### src/rtl/bus_pkg.sv
// Shared definitions for the serial bus family: slave/master ports and arbiter.
package bus_pkg;

  // Default widths used across the bus family.
  localparam int DEF_ADDR_WIDTH = 12;
  localparam int DEF_DATA_WIDTH = 8;

  // Levels of the split handshake toward the arbiter.
  localparam logic SPLIT_REQ = 1'b1;  // release the bus while the slave is busy
  localparam logic SPLIT_REL = 1'b0;  // no split requested

  // Slave-port FSM states.
  typedef enum logic [2:0] {
    IDLE    = 3'd0,
    RX      = 3'd1,
    ACCESS  = 3'd2,
    SPLIT   = 3'd3,
    WAIT_RD = 3'd4,
    VALID   = 3'd5,
    TX      = 3'd6
  } bus_state_e;

  // Latched request type.
  typedef enum logic {
    OP_READ  = 1'b0,
    OP_WRITE = 1'b1
  } bus_op_e;

  function automatic int max_int(input int a, input int b);
    return (a > b) ? a : b;
  endfunction

endpackage

### src/rtl/bus_slave_port_split_if.sv
// Serial bus signals between the interconnect (master side) and one slave port.
//
// Handshake semantics: a request is latched from read_en/write_en only while
// slave_ready=1. Serial address/data bits transfer on every cycle where
// master_valid=1; master_valid=0 is a pause. Read data is offered with
// slave_valid=1; the first cycle where slave_valid=1 and master_ready=1 starts
// the serial read-out, which then runs to completion without further stalls.
interface bus_slave_port_split_if;
  logic read_en;
  logic write_en;
  logic master_valid;
  logic rx_address;
  logic rx_data;
  logic master_ready;
  logic slave_ready;
  logic slave_valid;
  logic tx_data;
  logic split_en;

  modport master (
    output read_en, write_en, master_valid, rx_address, rx_data, master_ready,
    input  slave_ready, slave_valid, tx_data, split_en
  );

  modport slave (
    input  read_en, write_en, master_valid, rx_address, rx_data, master_ready,
    output slave_ready, slave_valid, tx_data, split_en
  );
endinterface

### src/rtl/bus_serial_tx.sv
// Parallel-load, LSB-first serialiser. One bit per cycle after load; done
// marks the cycle carrying the last bit.
module bus_serial_tx #(
  parameter int DATA_WIDTH = 8
) (
  input  logic                  clk,
  input  logic                  reset,
  input  logic                  load,
  input  logic [DATA_WIDTH-1:0] din,
  output logic                  busy,
  output logic                  done,
  output logic                  sout
);

  localparam int CNT_W = $clog2(DATA_WIDTH + 1);
  localparam logic [CNT_W-1:0] FULL = CNT_W'(DATA_WIDTH);
  localparam logic [CNT_W-1:0] ONE  = CNT_W'(1);

  logic [DATA_WIDTH-1:0] shreg_q, shreg_d;
  logic [CNT_W-1:0]      cnt_q, cnt_d;

  // Load a new word or shift out one bit per busy cycle.
  always_comb begin
    shreg_d = shreg_q;
    cnt_d   = cnt_q;
    if (load) begin
      shreg_d = din;
      cnt_d   = FULL;
    end else if (busy) begin
      shreg_d = shreg_q >> 1;
      cnt_d   = cnt_q - ONE;
    end
  end

  // Shift register and remaining-bit counter.
  always_ff @(posedge clk) begin
    if (reset) begin
      shreg_q <= '0;
      cnt_q   <= '0;
    end else begin
      shreg_q <= shreg_d;
      cnt_q   <= cnt_d;
    end
  end

  assign busy = (cnt_q != '0);
  assign done = (cnt_q == ONE);
  assign sout = busy & shreg_q[0];

endmodule

### src/rtl/bus_slave_port_split.sv
// Serial bus slave port: deserialises address/write data, strobes the slave
// memory, optionally splits the bus during slow reads, serialises read data.
module bus_slave_port_split
  import bus_pkg::*;
#(
  parameter int ADDR_WIDTH   = DEF_ADDR_WIDTH,
  parameter int DATA_WIDTH   = DEF_DATA_WIDTH,
  parameter int SPLIT_CYCLES = 0,  // 0 disables the split window
  parameter int RD_LATENCY   = 1   // must be >= 1
) (
  input  logic                  clk,
  input  logic                  reset,
  bus_slave_port_split_if.slave bus,
  output logic [ADDR_WIDTH-1:0] mem_addr,
  output logic [DATA_WIDTH-1:0] mem_wdata,
  output logic                  mem_wr,
  output logic                  mem_rd,
  input  logic [DATA_WIDTH-1:0] mem_rdata,
  output bus_state_e            state_dbg
);

  localparam int RX_MAX = max_int(ADDR_WIDTH, DATA_WIDTH);
  localparam int CNT_W  = $clog2(RX_MAX + 1);
  localparam int LAT_W  = $clog2(RD_LATENCY + 1);
  localparam int SPL_W  = (SPLIT_CYCLES > 0) ? $clog2(SPLIT_CYCLES + 1) : 1;

  // A write needs every address and data bit; a read only the address.
  localparam logic [CNT_W-1:0] RX_WR_BITS = CNT_W'(RX_MAX);
  localparam logic [CNT_W-1:0] RX_RD_BITS = CNT_W'(ADDR_WIDTH);
  localparam logic [LAT_W-1:0] LAT_LAST   = LAT_W'(RD_LATENCY);
  localparam logic [SPL_W-1:0] SPL_LAST   = SPL_W'(SPLIT_CYCLES);

  bus_state_e            state_q, state_d;
  bus_op_e               op_q, op_d;
  logic                  pend_q, pend_d;       // request latched, waiting for master_valid
  logic [CNT_W-1:0]      cnt_q, cnt_d;         // serial bits received so far
  logic [ADDR_WIDTH-1:0] addr_q, addr_d;
  logic [DATA_WIDTH-1:0] wdata_q, wdata_d;
  logic [LAT_W-1:0]      lat_q, lat_d;         // cycles elapsed since mem_rd
  logic                  capt_q, capt_d;       // read data already captured
  logic [DATA_WIDTH-1:0] rdata_q, rdata_d;
  logic [SPL_W-1:0]      split_cnt_q, split_cnt_d;

  logic shift_en;
  logic track_rd;
  logic tx_load;
  logic tx_busy;
  logic tx_done;
  logic tx_bit;

  function automatic logic [CNT_W-1:0] rx_bits(input bus_op_e op);
    return (op == OP_WRITE) ? RX_WR_BITS : RX_RD_BITS;
  endfunction

  // Next-state and datapath updates for the whole transfer.
  always_comb begin
    state_d     = state_q;
    op_d        = op_q;
    pend_d      = pend_q;
    cnt_d       = cnt_q;
    addr_d      = addr_q;
    wdata_d     = wdata_q;
    lat_d       = lat_q;
    capt_d      = capt_q;
    rdata_d     = rdata_q;
    split_cnt_d = split_cnt_q;
    shift_en    = 1'b0;
    track_rd    = 1'b0;
    tx_load     = 1'b0;

    case (state_q)
      IDLE: begin
        // write_en has priority when both strobes arrive together.
        if (bus.write_en) begin
          op_d   = OP_WRITE;
          pend_d = 1'b1;
        end else if (bus.read_en) begin
          op_d   = OP_READ;
          pend_d = 1'b1;
        end
        // The first valid cycle already carries bit 0.
        if (pend_d && bus.master_valid) begin
          shift_en = 1'b1;
          pend_d   = 1'b0;
          cnt_d    = CNT_W'(1);
          state_d  = (rx_bits(op_d) == CNT_W'(1)) ? ACCESS : RX;
        end
      end
      RX: begin
        if (bus.master_valid) begin
          shift_en = 1'b1;
          cnt_d    = cnt_q + CNT_W'(1);
          if (cnt_d == rx_bits(op_q)) state_d = ACCESS;
        end
      end
      ACCESS: begin
        cnt_d = '0;
        if (op_q == OP_WRITE) begin
          state_d = IDLE;
        end else begin
          lat_d  = LAT_W'(1);
          capt_d = 1'b0;
          if (SPLIT_CYCLES > 0) begin
            state_d     = SPLIT;
            split_cnt_d = SPL_W'(1);
          end else begin
            state_d = WAIT_RD;
          end
        end
      end
      SPLIT: begin
        track_rd = 1'b1;
        if (split_cnt_q == SPL_LAST) state_d = WAIT_RD;
        else split_cnt_d = split_cnt_q + SPL_W'(1);
      end
      WAIT_RD: begin
        track_rd = 1'b1;
        if (capt_q || (lat_q == LAT_LAST)) state_d = VALID;
      end
      VALID: begin
        if (bus.master_ready) begin
          tx_load = 1'b1;
          state_d = TX;
        end
      end
      TX: begin
        if (tx_done) begin
          state_d     = IDLE;
          capt_d      = 1'b0;
          lat_d       = '0;
          split_cnt_d = '0;
        end
      end
      default: state_d = IDLE;
    endcase

    // Read latency runs from the mem_rd cycle and overlaps the split window.
    if (track_rd && !capt_q) begin
      if (lat_q == LAT_LAST) begin
        rdata_d = mem_rdata;
        capt_d  = 1'b1;
      end else begin
        lat_d = lat_q + LAT_W'(1);
      end
    end

    // Serial bit cnt lands at position cnt; bits past a field's width are dropped.
    if (shift_en) begin
      for (int i = 0; i < ADDR_WIDTH; i++) begin
        if (cnt_q == CNT_W'(i)) addr_d[i] = bus.rx_address;
      end
      if (op_d == OP_WRITE) begin
        for (int i = 0; i < DATA_WIDTH; i++) begin
          if (cnt_q == CNT_W'(i)) wdata_d[i] = bus.rx_data;
        end
      end
    end
  end

  // State and datapath registers.
  always_ff @(posedge clk) begin
    if (reset) begin
      state_q     <= IDLE;
      op_q        <= OP_READ;
      pend_q      <= 1'b0;
      cnt_q       <= '0;
      addr_q      <= '0;
      wdata_q     <= '0;
      lat_q       <= '0;
      capt_q      <= 1'b0;
      rdata_q     <= '0;
      split_cnt_q <= '0;
    end else begin
      state_q     <= state_d;
      op_q        <= op_d;
      pend_q      <= pend_d;
      cnt_q       <= cnt_d;
      addr_q      <= addr_d;
      wdata_q     <= wdata_d;
      lat_q       <= lat_d;
      capt_q      <= capt_d;
      rdata_q     <= rdata_d;
      split_cnt_q <= split_cnt_d;
    end
  end

  bus_serial_tx #(.DATA_WIDTH(DATA_WIDTH)) u_tx (
    .clk   (clk),
    .reset (reset),
    .load  (tx_load),
    .din   (rdata_q),
    .busy  (tx_busy),
    .done  (tx_done),
    .sout  (tx_bit)
  );

  assign bus.slave_ready = (state_q == IDLE);
  assign bus.slave_valid = (state_q == VALID) || (state_q == TX);
  assign bus.tx_data     = (state_q == TX) && tx_busy && tx_bit;
  assign bus.split_en    = (state_q == SPLIT) ? SPLIT_REQ : SPLIT_REL;
  assign mem_addr        = addr_q;
  assign mem_wdata       = wdata_q;
  assign mem_wr          = (state_q == ACCESS) && (op_q == OP_WRITE);
  assign mem_rd          = (state_q == ACCESS) && (op_q == OP_READ);
  assign state_dbg       = state_q;

endmodule

### src/flat_wrapper.sv
// flat-port wrapper written by rule: the top's interface ports become plain ports
module bus_slave_port_split_flat import bus_pkg::*;
#(
  parameter int ADDR_WIDTH   = DEF_ADDR_WIDTH,
  parameter int DATA_WIDTH   = DEF_DATA_WIDTH,
  parameter int SPLIT_CYCLES = 0,                                
  parameter int RD_LATENCY   = 1                  
)
  (clk, reset, mem_addr, mem_wdata, mem_wr, mem_rd, mem_rdata, state_dbg, bus_read_en, bus_write_en, bus_master_valid, bus_rx_address, bus_rx_data, bus_master_ready, bus_slave_ready, bus_slave_valid, bus_tx_data, bus_split_en);
  bus_slave_port_split_if bus_i ();
  input  logic clk;
  input  logic reset;
  output logic [ADDR_WIDTH-1:0] mem_addr;
  output logic [DATA_WIDTH-1:0] mem_wdata;
  output logic mem_wr;
  output logic mem_rd;
  input  logic [DATA_WIDTH-1:0] mem_rdata;
  output bus_state_e state_dbg;
  input wire logic [$bits(bus_i.read_en)-1:0] bus_read_en;
  input wire logic [$bits(bus_i.write_en)-1:0] bus_write_en;
  input wire logic [$bits(bus_i.master_valid)-1:0] bus_master_valid;
  input wire logic [$bits(bus_i.rx_address)-1:0] bus_rx_address;
  input wire logic [$bits(bus_i.rx_data)-1:0] bus_rx_data;
  input wire logic [$bits(bus_i.master_ready)-1:0] bus_master_ready;
  output wire logic [$bits(bus_i.slave_ready)-1:0] bus_slave_ready;
  output wire logic [$bits(bus_i.slave_valid)-1:0] bus_slave_valid;
  output wire logic [$bits(bus_i.tx_data)-1:0] bus_tx_data;
  output wire logic [$bits(bus_i.split_en)-1:0] bus_split_en;
  assign bus_i.read_en = bus_read_en;
  assign bus_i.write_en = bus_write_en;
  assign bus_i.master_valid = bus_master_valid;
  assign bus_i.rx_address = bus_rx_address;
  assign bus_i.rx_data = bus_rx_data;
  assign bus_i.master_ready = bus_master_ready;
  assign bus_slave_ready = bus_i.slave_ready;
  assign bus_slave_valid = bus_i.slave_valid;
  assign bus_tx_data = bus_i.tx_data;
  assign bus_split_en = bus_i.split_en;
  bus_slave_port_split #(.ADDR_WIDTH(ADDR_WIDTH), .DATA_WIDTH(DATA_WIDTH), .SPLIT_CYCLES(SPLIT_CYCLES), .RD_LATENCY(RD_LATENCY)) u_core (.clk(clk), .reset(reset), .bus(bus_i), .mem_addr(mem_addr), .mem_wdata(mem_wdata), .mem_wr(mem_wr), .mem_rd(mem_rd), .mem_rdata(mem_rdata), .state_dbg(state_dbg));
endmodule
### config.mk
export PLATFORM = sky130hd
export DESIGN_NAME = bus_slave_port_split_flat
export DESIGN_NICKNAME = d
export VERILOG_FILES = /design/src/rtl/bus_pkg.sv /design/src/rtl/bus_slave_port_split_if.sv /design/src/rtl/bus_serial_tx.sv /design/src/rtl/bus_slave_port_split.sv /design/src/flat_wrapper.sv
export SDC_FILE = /design/constraint.sdc
export NUM_CORES = 1
export LEC_CHECK = 0
export BUFFER_PORTS_ARGS = -buffer_cell sky130_fd_sc_hd__buf_2
export CORE_ASPECT_RATIO = 0.9
export CORE_MARGIN = 10
export CORE_UTILIZATION = 31
export DETAILED_ROUTE_END_ITERATION = 8
export SLEW_MARGIN = 30
export SYNTH_ARGS = -nofsm -noshare
export SYNTH_HDL_FRONTEND = slang
export SYNTH_HIERARCHICAL = 1
export SYNTH_SLANG_ARGS = --single-unit
### constraint.sdc
create_clock -name clk -period 2.1 [get_ports clk]
set_input_delay 0.42 -clock clk [delete_from_list [all_inputs] [get_ports clk]]
set_output_delay 0.42 -clock clk [all_outputs]
set_load 0.03 [all_outputs]
**After elaboration in Yosys (flattened, before gate mapping)**

Cells that the tools add are included.

- Register bits: 52
- Output and inout bits: 29

- Add/sub/neg operators: 4
- Equality and inequality tests: 26
- Muxes and demuxes: 43
- Reduce and logical (&&, ||, !) cells: 41
- Bitwise gates (word level): 2

Operators by type and width:

| operator | count |
|---|---|
| AND reduction 2 bit | 14 |
| AND reduction 3 bit | 9 |
| two-way mux 3 bit | 8 |
| two-way mux 1 bit | 23 |
| one-hot mux 3 bit (7 select lines) | 1 |
| equality test 4 bit, second input constant | 5 |
| equality test 4 x 3 -> 1 bit, second input constant | 4 |
| two-way mux 4 bit | 4 |
| two-way mux 8 bit | 2 |
| one-hot mux 4 bit (3 select lines) | 1 |
| equality test 3 bit, second input constant | 3 |
| equality test 4 x 1 -> 1 bit, second input constant | 2 |
| equality test 4 x 2 -> 1 bit, second input constant | 2 |
| inequality test 2 x 1 -> 1 bit, second input constant | 4 |
| one-hot mux 1 bit (2 select lines) | 4 |
| AND reduction 7 bit | 1 |
| equality test 3 x 2 -> 1 bit, second input constant | 2 |
| logical AND 1 bit | 6 |
| inequality test 2 bit, second input constant | 3 |
| adder 4 x 1 -> 4 bit, second input constant | 1 |
| zero test 4 bit | 1 |
| nonzero test 2 bit | 2 |
| nonzero test 4 bit | 1 |
| OR reduction 2 bit | 2 |
| 9 further kinds | 11 |

**Depth between registers and ports, before layout**

- Depth after elaboration: 7
- Gate-level depth with buffers: 8

**By module**

Netlist, hierarchy kept.

By module, submodules not included:

| module | cells an instance | area an instance (µm²) | times used |
|---|---|---|---|
| bus_slave_port_split | 217 | 1971.9 | 1 |
| bus_serial_tx | 64 | 583.1 | 1 |

**Worst setup path before layout**

Ideal clock, no wire load.

- Path kind: reg2out
- From: reg u_core.state_q[1] (netlist: u_core/state_dbg[1])
- To: out mem_rd
- Arrival time: 1.715 ns
- Path slack: -0.035 ns
- Cell stages (with the launch flop): 4
- Required time: 1.680 ns
- Cell sequence: dfxtp_1 > clkbuf_1 > nand2b_1 > nor3_1

- Longest elaborated chain between the ends: 2

RTL lines:

| what | RTL line | source |
|---|---|---|
| start, declared | bus_slave_port_split.sv:33 | `bus_state_e state_q, state_d;` |
| start signal, assigned | bus_slave_port_split.sv:174 | `state_q <= state_d;` |
| equality test 3 x 2 -> 1 bit | bus_slave_port_split.sv:204 | `assign mem_rd = (state_q == ACCESS) && (op_q == OP_READ);` |
| logical AND 1 bit | bus_slave_port_split.sv:204 |  |
| end, declared | flat_wrapper.sv:16 | `output logic mem_rd;` |

Every way passes these cells.

**Worst setup path in the final report**

- From: reg u_core.u_tx.cnt_q[0]
- To: out bus_tx_data

- Longest elaborated chain between the ends: 3
- Elaborated cells between the ends (all ways): 4
- Those cells by class: bitwise: 1; reduce/logical: 3

RTL lines:

| what | RTL line | source |
|---|---|---|
| start, declared | bus_serial_tx.sv:20 | `logic [CNT_W-1:0] cnt_q, cnt_d;` |
| start signal, assigned | bus_serial_tx.sv:42 | `cnt_q <= cnt_d;` |
| nonzero test 4 bit | bus_serial_tx.sv:46 | `assign busy = (cnt_q != '0);` |
| net u_core.tx_busy | bus_slave_port_split.sv:47 | `logic tx_busy;` |
| bitwise AND 1 bit | bus_serial_tx.sv:48 | `assign sout = busy & shreg_q[0];` |
| net u_core.tx_bit | bus_slave_port_split.sv:49 | `logic tx_bit;` |
| logical AND 1 bit | bus_slave_port_split.sv:199 | `assign bus.tx_data = (state_q == TX) && tx_busy && tx_bit;` |
| end, declared | flat_wrapper.sv:27 | `output wire logic [$bits(bus_i.tx_data)-1:0] bus_tx_data;` |

The timed path passes the listed nets, and every way through them passes these cells.

==> results by group <==
GRT
  – Grt peak-use layer: met2
  – GR Layer Usage met1: a little over an eighth
  – GR Util met3: 3.260%
  – Met2 Use GR: around 16%
  – Largest net degree at the start of global routing: 25
  – Total grt overflow: 0
  – Vias in the first global route: around 2000
  – Gr usage total: a little over 10%
  – First-pass GRT wire length: slightly above 10 mm
  – Initial antenna violation count: 0

Finish
  – Final Instance Count excl. Fillers: between 400 and 500
  – ANT cells: 0
  – Final layout net count: 349
  – Synthesis-to-layout area growth: 20.47%
  – Share of cells above drive strength 1: between 20% and 30%
  – Number of fill cells: slightly above 800
  – Finished Core Util: a little under two fifths

Floorplanning
  – Initial Utilization: 31.82%
  – I/O Pins: between 40 and 50
  – Row cnt: 31
  – Die Span Y: between 100 and 150 um
  – Die Width: between 100 and 150 um
  – Core area: about 8000 um2
  – Die area: between 10000 and 15000 um2

Clocking
  – TritonCTS Sinks: 51
  – Root buffer cell: clkbuf_8
  – Clk pin slew, worst setup/hold paths: about 100 ps
  – Cts-stage hold buffer count: 0
  – Setup repair bufs after CTS: 0
  – Maximum clock insertion buffer count: 2
  – CTS tree: done
  – Inserted Clock Buffers: 5
  – CTS HTree Levels: 2
  – Clock Latency Late Sink: between 300 and 400 ps

Logic synthesis
  – Syn avg cell area: 9.092 um2
  – Fraction of registers with async set/reset: 0%
  – EDFF count, synth: 0
  – Ys Warns: 6
  – Yosys reg bits: 51
  – Register area share after synthesis: between 30% and 40%
  – Ys flop type: dfxtp_1
  – Yosys cell types: between 40 and 50
  – Mapped cell area: 2555 um2
  – Post-Syn Nets: a little over 300
  – Post-Syn Instances: between 200 and 300

Routing
  – ANT nets after route: 0
  – Vias per inst: ~5.0
  – DR DRC count: 0
  – Post-Route WL: around 6.3 mm
  – Iter 0 DRT Violations: ~110
  – WL/cell: 14.74 um
  – Vias: ~2100
  – Number of detailed-route iterations in the first pass: 4

Power
  – Design Power: about 0.0027 W
  – P_leak: around 1.3 nW
  – Peak VDD IR: between 0.3 and 0.4 mV
  – Power Dens Cells: between 800 and 900 nW/um2

Placement
  – Placed cells: ~420
  – Pre-CTS setup slack: roughly 230 ps
  – Number of port buffers: 44
  – Hpwl dp: 4.626 mm
  – GP Congestion: between 0.8 and 0.9

Timing
  – Final hold vios: 0
  – Max-Slew Margin vs Limit: about 62%
  – Setup violators final: 0
  – Crit path time final: around 2000 ps
  – Worst-Margin Slew: roughly 580 ps
  – RSZ-0062 raised after global routing: no
  – Fin Clk Skew: 15.39 ps
  – Max-slew violations: 0
  – Worst setup margin: ~100 ps
  – Fmax: between 500 and 600 MHz
  – Final period util: a little over nine tenths

Worst setup path
  – Crit path kind: flip-flop to output pin
  – Slowest cell on crit path: dfxtp_2
  – Crit-path cells: inv_1 > ha_4 > nor3b_4 > inv_2 > and2_1 > nand2_1 > nor2_1 > buf_4
  – Worst Path Max Fanout: 3
  – Crit start category: flip-flop
  – CP max stage delay: roughly 340 ps
  – Critical Path End Type: output pin
  – Crit path arrival time: between 1500 and 2000 ps
  – Req. time, crit path: approximately 1700 ps

Status
  – Outcome: finished clean

Min path
  – Hold Crit Class: input pin to flip-flop

Flow run
  – Max cap viols: 0
[report_power, final]
part / internal [W] / leakage (nW) / switching (W)
registers: 0.00106 / 0.416 / 0.0000723
logic: 0.000331 / 0.851 / 0.000396
clock network: 0.000475 / 0.0644 / 0.000335
total: 0.00187 / 1.33 / 0.000803
[synthesized netlist by cell type (3+ instances only)]
cell type   n  area (um2)
nand2_1    22       82.58
a2111oi_0   3       26.28
a21oi_1    10       50.05
o21ai_0     9       45.04
ha_1        6       75.07
a2111oi_2   4       60.06
clkbuf_1   11       41.29
nor4_2      8       100.1
nor3_1     15       75.07
mux2i_1    30       300.3
and2_1      4       25.02
nand2b_1   16       100.1
nand4_1     4       25.02
buf_2       4       20.02
inv_1       8       30.03
dfxtp_1    51        1021
nor2_1     38       142.6
nor2b_1     6       37.54
[final cells by class]
cell class / instances / area [um2] / share of cell area [%]
clock buffer: 5 / 68.82 / 2.236
sequential: 51 / 1026 / 33.33
tap: 99 / 123.9 / 4.024
clock inverter: 3 / 67.56 / 2.195
timing repair buffer: 57 / 322.8 / 10.49
inverter: 10 / 37.54 / 1.220
multi-input combinational: 202 / 1431 / 46.50
[layout by cell type (no fill, tap or decap), types with 2 or more instances in the layout]
cell type	count
o21ai_0	9
a311oi_1	2
ha_1	5
nor2b_1	6
a2111oi_2	4
a41oi_1	2
buf_4	14
nor3_2	2
nand4_1	4
dfxtp_2	4
inv_1	8
nand3_1	2
a2111oi_0	3
buf_2	42
nand2b_1	16
mux2i_1	30
bufinv_16	2
and2_1	4
nor3_1	13
nor2_1	38
nor3b_1	2
dfxtp_1	47
clkbuf_8	5
nor4_2	8
nand2_1	22
a21oi_1	10
[layer usage]
metal | wire [um] | up-vias | share of wire [%]
met1 | 3108 | 1027 | 49
met4 | 81 | 0 | 1.3
met3 | 311 | 6 | 4.9
met2 | 2792 | 39 | 44
met5 | 0 | - | 0
li1 | - | 1075 | -
[flip-flops by register name, summed over array words and instances (netlist names)]
name / cells
u_core/u_tx/cnt_q: 4
u_core/op_q: 1
u_core/state_dbg: 3
u_core/cnt_q: 4
u_core/mem_wdata: 8
u_core/u_tx/shreg_q: 8
u_core/rdata_q: 8
u_core/mem_addr: 12
u_core/pend_q: 1
u_core/lat_q: 1
u_core/capt_q: 1
[per-stage QoR]
stage	hold slack, ps	TNS (ps)	instance area [um2]
final	344.8	0	3078
after global routing	351.7	0	3078
after detailed placement	462.9	0	2915
after global placement	453.2	0	2915
after CTS	337.3	0	3055
after floorplan	440.6	-0.9110	2561
[cell families (layout without fill, tap and decap cells)]
group	Yosys count	after routing	synth area share, %
buffers and inverters	28	75	4.897
AND/OR/NAND/NOR	126	126	28.01
AO/OA/AOI/OAI	39	39	12.10
adder cells (fa/ha/maj)	6	6	2.938
multiplexers	30	30	11.75
flip-flops	51	51	39.96
XOR/XNOR	1	1	0.3429
[repair_timing]
| item | 4_1_cts | 5_1_grt |
|---|---|---|
| endpoints found under the setup margin | 1 | 3 |
| gates resized for setup | 2 | 6 |
| pin swaps | 0 | 1 |
[path summary, 6_finish.rpt]
check | start | endpoint | slack (ps) | cells past startpoint
max | u_core/u_tx/cnt_q[0] | bus_tx_data | 100 | 8
min | mem_rdata[6] | u_core/rdata_q[6] | 340 | 3
max reg2reg | u_core/state_dbg[0] | u_core/u_tx/shreg_q[2] | 250 | 5
min reg2reg | u_core/u_tx/shreg_q[7] | u_core/u_tx/shreg_q[7] | 470 | 2
[worst max-delay path: cells and delay by family (launching register included)]
kind          cells  cell delay (ps)
fa+ha+maj         1              160
simple gates      4              450
buf+inv           3              340
flops             1              340
No activity file was read; power rests on OpenSTA's default activity.
